$ cat config.mk
export PLATFORM = sky130hd
export DESIGN_NAME = mips_seq_ctrl
export DESIGN_NICKNAME = d
export VERILOG_FILES = /design/src/rtl/mips_ctrl_pkg.sv /design/src/rtl/mips_ctrl_decode.sv /design/src/rtl/mips_seq_ctrl.sv
export SDC_FILE = /design/constraint.sdc
export NUM_CORES = 1
export LEC_CHECK = 0
export BUFFER_PORTS_ARGS = -buffer_cell sky130_fd_sc_hd__buf_2
export CAP_MARGIN = 20
export CELL_PAD_IN_SITES_DETAIL_PLACEMENT = 1
export CELL_PAD_IN_SITES_GLOBAL_PLACEMENT = 1
export CORE_ASPECT_RATIO = 1.4
export CORE_MARGIN = 3
export CORE_UTILIZATION = 31
export DETAILED_ROUTE_END_ITERATION = 10
export PLACE_DENSITY = 0.77
export REMOVE_ABC_BUFFERS = 1
export SYNTH_ARGS = -nofsm -noshare
export SYNTH_HDL_FRONTEND = slang
export SYNTH_HIERARCHICAL = 1
export SYNTH_SLANG_ARGS = --single-unit
$ cat constraint.sdc
create_clock -name CLK -period 1.9 [get_ports CLK]
set_input_delay 0.19 -clock CLK [delete_from_list [all_inputs] [get_ports CLK]]
set_output_delay 0.19 -clock CLK [all_outputs]
set_load 0.1 [all_outputs]
$ cat src/rtl/mips_ctrl_pkg.sv
// Shared encodings for the multi-cycle MIPS-like sequencer.
// Covers the opcode and funct values, the FSM state type and immediate sign extension.
package mips_ctrl_pkg;

  localparam logic [5:0] OP_RTYPE = 6'd0;
  localparam logic [5:0] OP_ADDI  = 6'd8;
  localparam logic [5:0] OP_HALT  = 6'd63;

  localparam logic [5:0] FN_ADD = 6'd0;
  localparam logic [5:0] FN_SUB = 6'd2;
  localparam logic [5:0] FN_XOR = 6'd10;

  typedef enum logic [2:0] {
    ST_IDLE   = 3'd0,
    ST_FETCH  = 3'd1,
    ST_DECODE = 3'd2,
    ST_EXEC   = 3'd3,
    ST_WB     = 3'd4,
    ST_HALT   = 3'd5
  } state_t;

  function automatic logic [31:0] sign_ext16(input logic [15:0] v);
    return {{16{v[15]}}, v};
  endfunction

endpackage

$ cat src/rtl/mips_ctrl_decode.sv
// Combinational instruction decoder: splits the held IR into GPR addresses and ALU controls,
// and classifies the word as legal, HALT, or neither.
module mips_ctrl_decode
  import mips_ctrl_pkg::*;
(
  input  logic [31:0] ir,
  output logic [4:0]  regnum0,
  output logic [4:0]  regnum1,
  output logic [4:0]  regnum2,
  output logic [5:0]  opcode,
  output logic [5:0]  funct,
  output logic        alusrc,
  output logic [31:0] imm,
  output logic        legal,
  output logic        is_halt
);

  assign opcode  = ir[31:26];
  assign funct   = ir[5:0];
  assign regnum0 = ir[25:21];
  assign regnum1 = ir[20:16];
  assign imm     = sign_ext16(ir[15:0]);

  // Destination select and legality check per opcode
  always_comb begin
    regnum2 = 5'd0;
    alusrc  = 1'b0;
    legal   = 1'b0;
    is_halt = 1'b0;
    case (opcode)
      OP_RTYPE: begin
        regnum2 = ir[15:11];
        case (funct)
          FN_ADD, FN_SUB, FN_XOR: legal = 1'b1;
          default:                legal = 1'b0;
        endcase
      end
      OP_ADDI: begin
        regnum2 = ir[20:16];
        alusrc  = 1'b1;
        legal   = 1'b1;
      end
      OP_HALT: begin
        is_halt = 1'b1;
      end
      default: begin
        legal = 1'b0;
      end
    endcase
  end

endmodule

$ cat src/rtl/mips_seq_ctrl.sv
// Multi-cycle FETCH-DECODE-EXEC-WB sequencer owning the PC, IR, fetch wait counter,
// sticky halt-cause flags and the retired-instruction counter.
module mips_seq_ctrl
  import mips_ctrl_pkg::*;
#(
  parameter int ADDR_W   = 5,
  parameter int MAX_WAIT = 15,
  parameter int RET_W    = 16
) (
  input  logic              CLK,
  input  logic              RST,
  input  logic              RUN,
  input  logic [31:0]       INST,
  input  logic              IMEM_ACK,
  input  logic              ALU_FLAG,
  output logic [ADDR_W-1:0] PC,
  output logic              IMEM_REQ,
  output logic [4:0]        REGNUM0,
  output logic [4:0]        REGNUM1,
  output logic [4:0]        REGNUM2,
  output logic              WE0,
  output logic [5:0]        OPCODE,
  output logic [5:0]        FUNCT,
  output logic              ALUSRC,
  output logic [31:0]       IMM,
  output logic              BUSY,
  output logic              HALTED,
  output logic              ILLEGAL,
  output logic              TIMEOUT,
  output logic              OVF,
  output logic [RET_W-1:0]  RETIRED
);

  localparam int WAIT_W = $clog2(MAX_WAIT + 1);

  state_t              state_r;
  state_t              state_s;
  logic [ADDR_W-1:0]   pc_r;
  logic [31:0]         ir_r;
  logic [WAIT_W-1:0]   wait_r;
  logic                illegal_r;
  logic                timeout_r;
  logic                ovf_r;
  logic [RET_W-1:0]    retired_r;

  logic                load_ir_s;
  logic                wait_inc_s;
  logic                set_ill_s;
  logic                set_to_s;
  logic                wb_s;
  logic                restart_s;

  logic [4:0]          regnum0_s;
  logic [4:0]          regnum1_s;
  logic [4:0]          regnum2_s;
  logic [5:0]          opcode_s;
  logic [5:0]          funct_s;
  logic                alusrc_s;
  logic [31:0]         imm_s;
  logic                legal_s;
  logic                is_halt_s;

  mips_ctrl_decode u_decode (
    .ir      (ir_r),
    .regnum0 (regnum0_s),
    .regnum1 (regnum1_s),
    .regnum2 (regnum2_s),
    .opcode  (opcode_s),
    .funct   (funct_s),
    .alusrc  (alusrc_s),
    .imm     (imm_s),
    .legal   (legal_s),
    .is_halt (is_halt_s)
  );

  // State register
  always_ff @(posedge CLK) begin
    if (!RST) begin
      state_r <= ST_IDLE;
    end else begin
      state_r <= state_s;
    end
  end

  // Next-state logic and per-state datapath strobes
  always_comb begin
    state_s    = state_r;
    load_ir_s  = 1'b0;
    wait_inc_s = 1'b0;
    set_ill_s  = 1'b0;
    set_to_s   = 1'b0;
    wb_s       = 1'b0;
    restart_s  = 1'b0;
    case (state_r)
      ST_IDLE: begin
        if (RUN) begin
          state_s = ST_FETCH;
        end else begin
          state_s = ST_IDLE;
        end
      end
      ST_FETCH: begin
        if (IMEM_ACK) begin
          load_ir_s = 1'b1;
          state_s   = ST_DECODE;
        end else if (wait_r == WAIT_W'(MAX_WAIT - 1)) begin
          set_to_s = 1'b1;
          state_s  = ST_HALT;
        end else begin
          wait_inc_s = 1'b1;
          state_s    = ST_FETCH;
        end
      end
      ST_DECODE: begin
        if (is_halt_s) begin
          state_s = ST_HALT;
        end else if (!legal_s) begin
          set_ill_s = 1'b1;
          state_s   = ST_HALT;
        end else begin
          state_s = ST_EXEC;
        end
      end
      ST_EXEC: begin
        state_s = ST_WB;
      end
      ST_WB: begin
        wb_s    = 1'b1;
        state_s = ST_FETCH;
      end
      ST_HALT: begin
        if (RUN) begin
          restart_s = 1'b1;
          state_s   = ST_FETCH;
        end else begin
          state_s = ST_HALT;
        end
      end
      default: begin
        state_s = ST_IDLE;
      end
    endcase
  end

  // PC, IR, wait counter, sticky flags and retire count
  always_ff @(posedge CLK) begin
    if (!RST) begin
      pc_r      <= '0;
      ir_r      <= 32'd0;
      wait_r    <= '0;
      illegal_r <= 1'b0;
      timeout_r <= 1'b0;
      ovf_r     <= 1'b0;
      retired_r <= '0;
    end else begin
      if (load_ir_s) begin
        ir_r <= INST;
      end
      // Wait count only lives inside FETCH; any other state rearms it.
      if (state_r != ST_FETCH) begin
        wait_r <= '0;
      end else if (wait_inc_s) begin
        wait_r <= wait_r + WAIT_W'(1);
      end
      if (restart_s) begin
        pc_r      <= '0;
        illegal_r <= 1'b0;
        timeout_r <= 1'b0;
        ovf_r     <= 1'b0;
        retired_r <= '0;
      end else begin
        if (wb_s) begin
          pc_r      <= pc_r + ADDR_W'(1);
          ovf_r     <= ovf_r | ALU_FLAG;
          retired_r <= retired_r + RET_W'(1);
        end
        if (set_ill_s) begin
          illegal_r <= 1'b1;
        end
        if (set_to_s) begin
          timeout_r <= 1'b1;
        end
      end
    end
  end

  assign PC       = pc_r;
  assign IMEM_REQ = (state_r == ST_FETCH);
  assign WE0      = (state_r == ST_WB) && (regnum2_s != 5'd0);
  assign BUSY     = (state_r != ST_IDLE) && (state_r != ST_HALT);
  assign HALTED   = (state_r == ST_HALT);
  assign ILLEGAL  = illegal_r;
  assign TIMEOUT  = timeout_r;
  assign OVF      = ovf_r;
  assign RETIRED  = retired_r;
  assign REGNUM0  = regnum0_s;
  assign REGNUM1  = regnum1_s;
  assign REGNUM2  = regnum2_s;
  assign OPCODE   = opcode_s;
  assign FUNCT    = funct_s;
  assign ALUSRC   = alusrc_s;
  assign IMM      = imm_s;

endmodule
==> results_dict.tcl <==
set metrics [dict create \
    syn_area_sq_um 3140 \
    cts_hold_buf 0 \
    die_w_um 91 \
    r2r_cells 5 \
    path_max_fanout 4 \
    drt_iter0_markers 54 \
    setup_viol 0 \
    whs_endpoint "OVF$_SDFFE_PP0P_" \
    die_h_um 125 \
    yosysWarnings 6 \
    finalCriticalPeriod_ps 1830 \
    cp.arrival_ps 1640 \
    cts-buffers-inserted 9 \
    vias_per_cell 4.65 \
    numClockSinks 63 \
    final_nets 511 \
    cts.clk_slew.worst_paths_ps 50 \
    status "finished, final reports clean" \
    worst_hold_slack_ps 95.2 \
    pre_cts_ws_ps 49.3 \
    r2r_slack_ps 80 \
    grt_pass1_vias 2965 \
    cp_slowest_cell "buf_2" \
    cts_max_level 3 \
    p_int_mw 2.43 \
    initial_utilization_pct 32.4 \
    combPwrFrac_pct 23.6 \
    finalHoldViolations 0 \
    grt_usage_pct 15.3 \
    detailroute.via_count 2820 \
    clkPwrFrac_pct 38.7 \
    core_sq_um 9670 \
    worstReg2RegEnd "RETIRED[14]$_SDFFE_PP0P_" \
    synth_top_area_share_pct 40.2 \
    portBuffers 124 \
    fmax_ghz 0.547 \
    min_path_type "input pin to register" \
    ios 125 \
    synth_ff_type "dfxtp_1" \
    grt_max_degree 33 \
    period_share_pct 96.2 \
    cts-root-buf "clkbuf_16" \
    synth.avg_cell_area_sq_um 8.17 \
    clockBufferDepth 2 \
    antenna_found_initial 0 \
    firstDrtPassIters 4 \
    synth_area_leaders "dfxtp_1 40%, buf_4 13%, nand2_1 9.9%, a21boi_0 7.7%, nor2_1 4.2%" \
    drv_cap 0 \
    path_cells "nor3_4 > buf_4 > and3_2 > buf_2" \
    r2r_start "state_r[1]$_SDFF_PN0_" \
    swShare_pct 34.5 \
    synth_cell_types 37 \
    endpoint_kind "output pin" \
    worstSetupPathType "register to output pin" \
    syn2layout_area_growth_pct 28.4 \
    p_switching_mw 1.28 \
    wl_per_cell_um 14.3 \
    dieArea_sq_um 11400 \
    synth-edff-count 0 \
    async_reset_ff_share_pct 0 \
    slowest_delay_ps 420 \
    cts_tree "done" \
    post-route-util_pct 41.6 \
    worst_slew_pin_slew_ps 532 \
    seqPwrFrac_pct 37.6 \
    start_kind "register" \
    leakage_nw 1.78 \
    wl_um 8670 \
    synthCells 384 \
    vdd_drop_max_mv 0.435 \
    powerDensity_nw_per_um2 921 \
    yosysTopAreaCell "dfxtp_1" \
    fin_skew_ps 5.00 \
    dp_hpwl_um 6500 \
    diodes 0 \
    num_rows 42 \
    yosysSeqAreaShare_pct 40.2 \
    drc 0 \
    ys_seq_elements 63 \
    min_from "ALU_FLAG" \
    finalMaxSlewViolations 0 \
    grt_first_pass_wirelength_um 14400 \
    finalWorstSetupSlack_ps 71.7 \
    place_congestion 0.745 \
    worst-endpoint-required_ps 1710 \
    grt_overflow 0 \
    insertion_delay_ps 320 \
    drive_above_1_share_pct 37.7 \
    maxSlewHeadroom_pct 64.0 \
    hold-path-cell-count 3 \
    antenna_left 0 \
]
==> layout make-up <==
| cell class | count | area [sq um] |
|---|---|---|
| Fill cell | 1236 | 5640 |
| Sequential cell | 63 | 1270 |
| Timing Repair Buffer | 148 | 873 |
| Tap cell | 132 | 165 |
| Clock buffer | 12 | 236 |
| Inverter | 3 | 11.3 |
| Multi-Input combinational cell | 245 | 1450 |
| Clock inverter | 4 | 22.5 |
==> critical path, delay by kind of cell, from the launching register on <==
family,cells,cell delay (ps)
DFF,1,360
buffers and inverters,2,560
and+or+nand+nor,2,390
==> synthesized netlist by cell type (all sizes together), types with 2 or more instances <==
library cell and instances:
nand2b 2, buf 60, and3 3, nand4 6, xor2 9, nand4b 2
a21oi 12, nor2 35, dfxtp 63, a21boi 32, mux2i 5, clkbuf 13
nand3 7, xnor2 10, nor4 4, inv 3, nor3b 6, or3 2
or4 2, nand2 84, nor3 5, o21ai 4, ha 4, and2 3
==> placed cells by master (no fill, tap or decap), types with 3 or more instances in the layout <==
cell type  count
clkinv_2       3
mux2i_1        3
xnor2_1       10
nor4_1         3
inv_1          3
nor2_1        29
a21boi_0      32
nand2_1       83
dfxtp_1       61
nand4_1        6
nor2_4         4
xor2_1         9
nand3_1        7
a21oi_1       11
nor3_1         3
buf_2        120
buf_4         23
clkbuf_1       3
ha_1           4
and2_1         3
clkbuf_16      9
buf_12         5
nor3b_1        5
==> power by group through the flow <==
stage	Combinational [mW]	Clock [mW]	Sequential, mW
2_1_floorplan	0.233	0	1.82
3_3_place_gp	0.839	0	1.42
3_5_place_dp	0.849	0	1.42
4_1_cts	0.863	1.49	1.39
5_1_grt	0.924	1.53	1.40
6_report	0.876	1.44	1.39
==> cell families (layout without fill, tap and decap cells) <==
kind of cell	after synthesis	count (layout)	share of synthesized area, %
flops	63	63	40.2
xor+xnor	19	19	5.31
mux	5	5	1.60
simple gates	166	166	24.3
compound gates	51	51	11.1
buf+inv	76	167	15.9
fa+ha+maj	4	4	1.60
==> worst max path at each step <==
| stage | startpoint | to | slack [ps] | cells after the start |
|---|---|---|---|---|
| 2_1_floorplan | ir_r[15]$_SDFFE_PN0P_ | WE0 | -13410 | 4 |
| 3_3_place_gp | state_r[1]$_SDFF_PN0_ | RETIRED[13]$_SDFFE_PP0P_ | 80 | 4 |
| 3_5_place_dp | state_r[1]$_SDFF_PN0_ | RETIRED[13]$_SDFFE_PP0P_ | 50 | 4 |
| 4_1_cts | ir_r[27]$_SDFFE_PN0P_ | WE0 | 0.3 | 6 |
| 5_1_grt | ir_r[29]$_SDFFE_PN0P_ | WE0 | -40 | 5 |
| 6_report | ir_r[31]$_SDFFE_PN0P_ | ALUSRC | 70 | 4 |
==> sequential cells by signal, indices dropped and copies added (netlist names) <==
name     count
ir_r        32
RETIRED     16
PC           5
wait_r       4
state_r      3
ILLEGAL      1
OVF          1
TIMEOUT      1
==> metal layers <==
layer	up-vias	part of all wire [%]	global-route usage [%]
met3	12	6.4	4.27
met5	-	0	0
met2	89	52	27.2
li1	1381	-	-
met1	1338	40	16.9
met4	0	2.2	6.39
==> stage by stage <==
step	cell area [sq um]	total power [mW]	instances	TNS [ps]
2_1_floorplan	2650	2.05	311	-300900
3_3_place_gp	3670	2.26	589	0
3_5_place_dp	3670	2.27	589	0
4_1_cts	3960	3.75	606	0
5_1_grt	4030	3.85	607	-35.9
6_report	4030	3.71	607	0
==> timing repair <==
item                                   in CTS  in global routing
setup endpoints to repair                   2                 10
pin swaps                                   5                  7
resized for setup                           8                 15
endpoints found under the hold margin       0                  0
buffers inserted                            1                  1
gates cloned                                0                  0
No activity file was read; power rests on OpenSTA's default activity.
